==> config.mk <==
export PLATFORM = sky130hd
export DESIGN_NAME = sequenciador_tabela
export DESIGN_NICKNAME = d
export VERILOG_FILES = /design/src/rtl/sequenciador_tabela_pkg.sv /design/src/rtl/sequenciador_tabela_avaliador.sv /design/src/rtl/sequenciador_tabela.sv
export SDC_FILE = /design/constraint.sdc
export NUM_CORES = 1
export LEC_CHECK = 0
export ABC_AREA = 1
export CAP_MARGIN = 10
export CORE_MARGIN = 2
export CORE_UTILIZATION = 53
export CTS_CLUSTER_SIZE = 10
export DETAILED_ROUTE_END_ITERATION = 7
export MAX_ROUTING_LAYER = met4
export PLACE_DENSITY = 0.83
export RECOVER_POWER = 50
export SKIP_LAST_GASP = 1
export SYNTH_ARGS = -nofsm -noshare
export SYNTH_HDL_FRONTEND = slang
export SYNTH_SLANG_ARGS = --single-unit
==> constraint.sdc <==
create_clock -name clk -period 2.6 [get_ports clk]
set_clock_uncertainty 0.1 [all_clocks]
set_input_delay 0.52 -clock clk [delete_from_list [all_inputs] [get_ports clk]]
set_output_delay 0.52 -clock clk [all_outputs]
set_load 0.05 [all_outputs]
==> src/rtl/sequenciador_tabela_pkg.sv <==
// Shared types and constants for the truth-table sequencer (package pkg_tabela).
package pkg_tabela;

    localparam int unsigned N_VETORES         = 8;
    localparam int unsigned W_INDICE          = 3;
    localparam int unsigned W_CONTAGEM        = 4;
    localparam int unsigned W_ESPERA          = 4;
    localparam int unsigned CONTAGEM_ESPERADA = 1;
    localparam logic [N_VETORES-1:0] ESPERADO = 8'h80;

    typedef enum logic [1:0] {
        OCIOSO,
        APLICA,
        AMOSTRA,
        FIM
    } estado_t;

    // Captured sweep result: truth table plus its population count
    typedef struct packed {
        logic [N_VETORES-1:0]  tabela;
        logic [W_CONTAGEM-1:0] contagem;
    } resultado_t;

endpackage

==> src/rtl/sequenciador_tabela_avaliador.sv <==
// Circuit under evaluation: three-input AND of the applied vector.
module avaliador_and3 (
    input  logic a,
    input  logic b,
    input  logic c,
    output logic x
);

    assign x = a & b & c;

endmodule

==> src/rtl/sequenciador_tabela.sv <==
// Sweeps all 8 input vectors through avaliador_and3 and captures its truth table.
// Optional self-check against the expected table: define VERIFICA_ESPERADO_EN.
module sequenciador_tabela
    import pkg_tabela::*;
#(
    parameter int unsigned ESPERA = 1
) (
    input  logic                  clk,
    input  logic                  rst_n,
    input  logic                  start,
    input  logic                  aborta,
    output logic                  a,
    output logic                  b,
    output logic                  c,
    output logic [W_INDICE-1:0]   indice,
    output logic [N_VETORES-1:0]  tabela,
    output logic [W_CONTAGEM-1:0] contagem,
    output logic                  ocupado,
    output logic                  pronto,
    output logic                  erro
);

    localparam logic [W_ESPERA-1:0] ESPERA_FIM = W_ESPERA'(ESPERA - 1);
    localparam logic [W_INDICE-1:0] ULTIMO     = W_INDICE'(N_VETORES - 1);

    estado_t               estado, estado_nxt;
    logic [W_INDICE-1:0]   indice_nxt;
    logic [W_ESPERA-1:0]   espera_cnt, espera_nxt;
    resultado_t            res_q, res_nxt;
    logic                  ocupado_nxt;
    logic                  pronto_nxt;
    logic                  x;

    avaliador_and3 u_avaliador (
        .a (a),
        .b (b),
        .c (c),
        .x (x)
    );

    assign a        = indice[2];
    assign b        = indice[1];
    assign c        = indice[0];
    assign tabela   = res_q.tabela;
    assign contagem = res_q.contagem;

    // Next-state and datapath decode
    always_comb begin
        estado_nxt = estado;
        indice_nxt = indice;
        espera_nxt = espera_cnt;
        res_nxt    = res_q;
        pronto_nxt = 1'b0;

        case (estado)
            OCIOSO: begin
                if (start && !aborta) begin
                    estado_nxt = APLICA;
                    indice_nxt = '0;
                    espera_nxt = '0;
                    res_nxt    = '0;
                end
            end
            APLICA: begin
                if (aborta) begin
                    estado_nxt = OCIOSO;
                    indice_nxt = '0;
                    espera_nxt = '0;
                    res_nxt    = '0;
                end else if (espera_cnt == ESPERA_FIM) begin
                    estado_nxt = AMOSTRA;
                    espera_nxt = '0;
                end else begin
                    espera_nxt = espera_cnt + W_ESPERA'(1);
                end
            end
            AMOSTRA: begin
                if (aborta) begin
                    estado_nxt = OCIOSO;
                    indice_nxt = '0;
                    espera_nxt = '0;
                    res_nxt    = '0;
                end else begin
                    res_nxt.tabela[indice] = x;
                    res_nxt.contagem       = res_q.contagem + W_CONTAGEM'(x);
                    if (indice == ULTIMO) begin
                        estado_nxt = FIM;
                        pronto_nxt = 1'b1;
                    end else begin
                        estado_nxt = APLICA;
                        indice_nxt = indice + W_INDICE'(1);
                    end
                end
            end
            FIM: begin
                estado_nxt = OCIOSO;
            end
            default: begin
                estado_nxt = OCIOSO;
            end
        endcase

        ocupado_nxt = (estado_nxt == APLICA) || (estado_nxt == AMOSTRA);
    end

    always_ff @(posedge clk) begin
        if (!rst_n) begin
            estado     <= OCIOSO;
            indice     <= '0;
            espera_cnt <= '0;
            res_q      <= '0;
            ocupado    <= 1'b0;
            pronto     <= 1'b0;
        end else begin
            estado     <= estado_nxt;
            indice     <= indice_nxt;
            espera_cnt <= espera_nxt;
            res_q      <= res_nxt;
            ocupado    <= ocupado_nxt;
            pronto     <= pronto_nxt;
        end
    end

`ifdef VERIFICA_ESPERADO_EN
    logic erro_nxt;
    logic aceita;
    logic cancela;

    assign aceita  = (estado == OCIOSO) && (estado_nxt == APLICA);
    assign cancela = ((estado == APLICA) || (estado == AMOSTRA)) && (estado_nxt == OCIOSO);

    // Judged on the final table so erro rises in the same cycle as pronto
    always_comb begin
        erro_nxt = erro;
        if (pronto_nxt) begin
            erro_nxt = (res_nxt.tabela != ESPERADO) ||
                       (res_nxt.contagem != W_CONTAGEM'(CONTAGEM_ESPERADA));
        end else if (aceita || cancela) begin
            erro_nxt = 1'b0;
        end
    end

    always_ff @(posedge clk) begin
        if (!rst_n) begin
            erro <= 1'b0;
        end else begin
            erro <= erro_nxt;
        end
    end
`else
    assign erro = 1'b0;
`endif

endmodule

==> metrics.txt <==
status=complete, no violations; vias post-DR=1061; routed wire length=2337 um; crit path cell chain=clkdlybuf4s50_1; Yosys warnings=0; PwrDens=448.4 nW/um2; cell taking the most area after synthesis=dfxtp_1; DP Area=1381 um2; max cap viols=0; slowest CP cell=clkdlybuf4s50_1; met2 Track Usage GR=0.3421; Synth Instances=159; most common cell after layout, fill and taps aside=nand2_1; final non-filler cell area=1385 um2; largest net degree at the start of global routing=15; Post-DP HPWL=1876 um; n_diodes=0; Area Overhead vs Synth=19.16%; Row Count=16; sequential share of the synthesized area=0.3961; routability cong.=0.8139; Bufs on Longest Clock Path=2; post-synthesis cell type count=23; vias per cell=5.126; area taken by multi-input logic gates=561.8 um2; IR drop worst, VDD=321.3 uV; top post-synthesis cells by area=dfxtp_1, nand2_1, nor2_1; number of DRC markers in iteration 0=23; met1 GRT Util=0.2393; Clock Latency Late Sink=0.31 ns; DRC violations left=0; first-pass iteration count of the detailed router=4; gr ovfl total=0; WP data arrival=1.69 ns; Synth Net Count=169; area share of the largest cell type after synthesis=0.3961; unrepaired setup endpoints after global routing=false; CTS buffer count=3; most used routing layer=met2; initial antenna violation count=0; Max transition margin=0.6638; fillcell total=167; clock slew at reported path FFs=0.13 ns; worst hold path type=reg2reg; met3 Usage GRT=0.02924; worst slew pin tran=0.5009 ns; Layout Cells excl Fill=207; post-placement cell count=203; Tot GR Track Use=0.1988; max frequency=0.4335 GHz; Setup Slack @ Placement=0.5154 ns; CTS tree=built; die area=2584 um2; Layout Utilization=0.6850; Die X=50.83 um; commonest non-fill, non-tap cells in the layout=nand2_1, nor2_1, dfxtp_1; first-pass GRT wire length=3898 um; WL per Instance=11.29 um; Setup crit start kind=flip-flop; Tcrit/Tclk final=0.8871; WS Path Type=reg2out; Register Area=460.4 um2; FF-to-FF setup slack=0.71 ns; setup violators final=0; minimum clock period=2.307 ns; Final #Nets=191; Syn Std Cell Area=1162 um2; Placeable Area=2022 um2; setup TNS=0 ns; CTS Hold Bufs=0; setup bufs post-CTS=0; CP Buf/Inv Count=1; WHS=0.3571 ns; Post-DRT Antenna Nets=0; Leakage=0.5800 nW; post-CTS sizing=0; CTS Sinks=23; Hold Vio Cnt, Final=0; IO Count=25; crit path max fanout=9; Critical Path End Type=output pin; Yosys reg bits=23; vias in the first global route=971; Pins Over Slew Limit=0; CP delay by family, top=buffers and inverters; CTS root buf=clkbuf_4; final setup margin=0.2934 ns; total power=0.6211 mW; H-tree depth=1; input/output buffers=23; Avg Synthesized Cell Area=7.310 um2; CP peak stage delay=0.87 ns; DIE HEIGHT=50.83 um; initial core utilization=0.5749; CP required=1.98 ns; share of post-route cells with drive strength above 1=0.06111
area by class of cell:
| cell class | count | share of cell area |
|---|---|---|
| timing repair buffer | 23 | 0.1662 |
| sequential | 23 | 0.3324 |
| inverter | 19 | 0.05149 |
| tap | 27 | 0.02439 |
| multi-input combinational | 111 | 0.4056 |
| clock inverter | 1 | 0.003613 |
| clock buffer | 3 | 0.01626 |
where the power goes:
part	switching (mW)	leakage (nW)	internal [mW]
combinational	0.0636	0.376	0.0263
sequential	0.00771	0.186	0.357
clock	0.109	0.0177	0.0576
registers in the layout (all words and copies together), names as in the netlist:
signal and count:
contagem 4, espera_cnt 4, estado 2, indice 3, ocupado 1, pronto 1
tabela 8
logic make-up after synthesis:
family                   count (synthesis)  synth area share
AND/OR/NAND/NOR                         84            0.3358
buffers and inverters                   25            0.1001
flip-flops                              23            0.3961
AO/OA/AOI/OAI                           19           0.09258
adder cells (fa/ha/maj)                  6           0.06458
XOR/XNOR                                 1          0.007536
other                                    1          0.003226
per-layer routing:
metal  up-vias  routed length [um]
li1        550                   -
met1       478                1083
met2        29                1120
met3         4                 103
met4         0                  29
met5         -                   0
cell usage after synthesis:
| cell | number |
|---|---|
| nor3_1 | 2 |
| inv_2 | 2 |
| nand2_2 | 5 |
| conb_1 | 1 |
| o21ai_4 | 1 |
| o21ai_0 | 7 |
| ha_1 | 6 |
| nand3_1 | 12 |
| buf_6 | 1 |
| nand3_4 | 1 |
| nor2_4 | 1 |
| a31oi_1 | 1 |
| nand3_2 | 1 |
| buf_4 | 4 |
| dfxtp_1 | 23 |
| or2_2 | 1 |
| xor2_1 | 1 |
| clkbuf_1 | 1 |
| inv_1 | 17 |
| a21oi_1 | 10 |
| nand2_1 | 29 |
| nor2_1 | 26 |
| nand4_1 | 6 |
worst paths after layout:
path | from | end | cells after the start
setup / recovery | indice[2] | a | 1
hold / removal | tabela[2] | tabela[2] | 2
setup reg to reg | indice[2] | contagem[2] | 7
hold reg to reg | tabela[2] | tabela[2] | 2
Power figures use the tool's default switching activity.
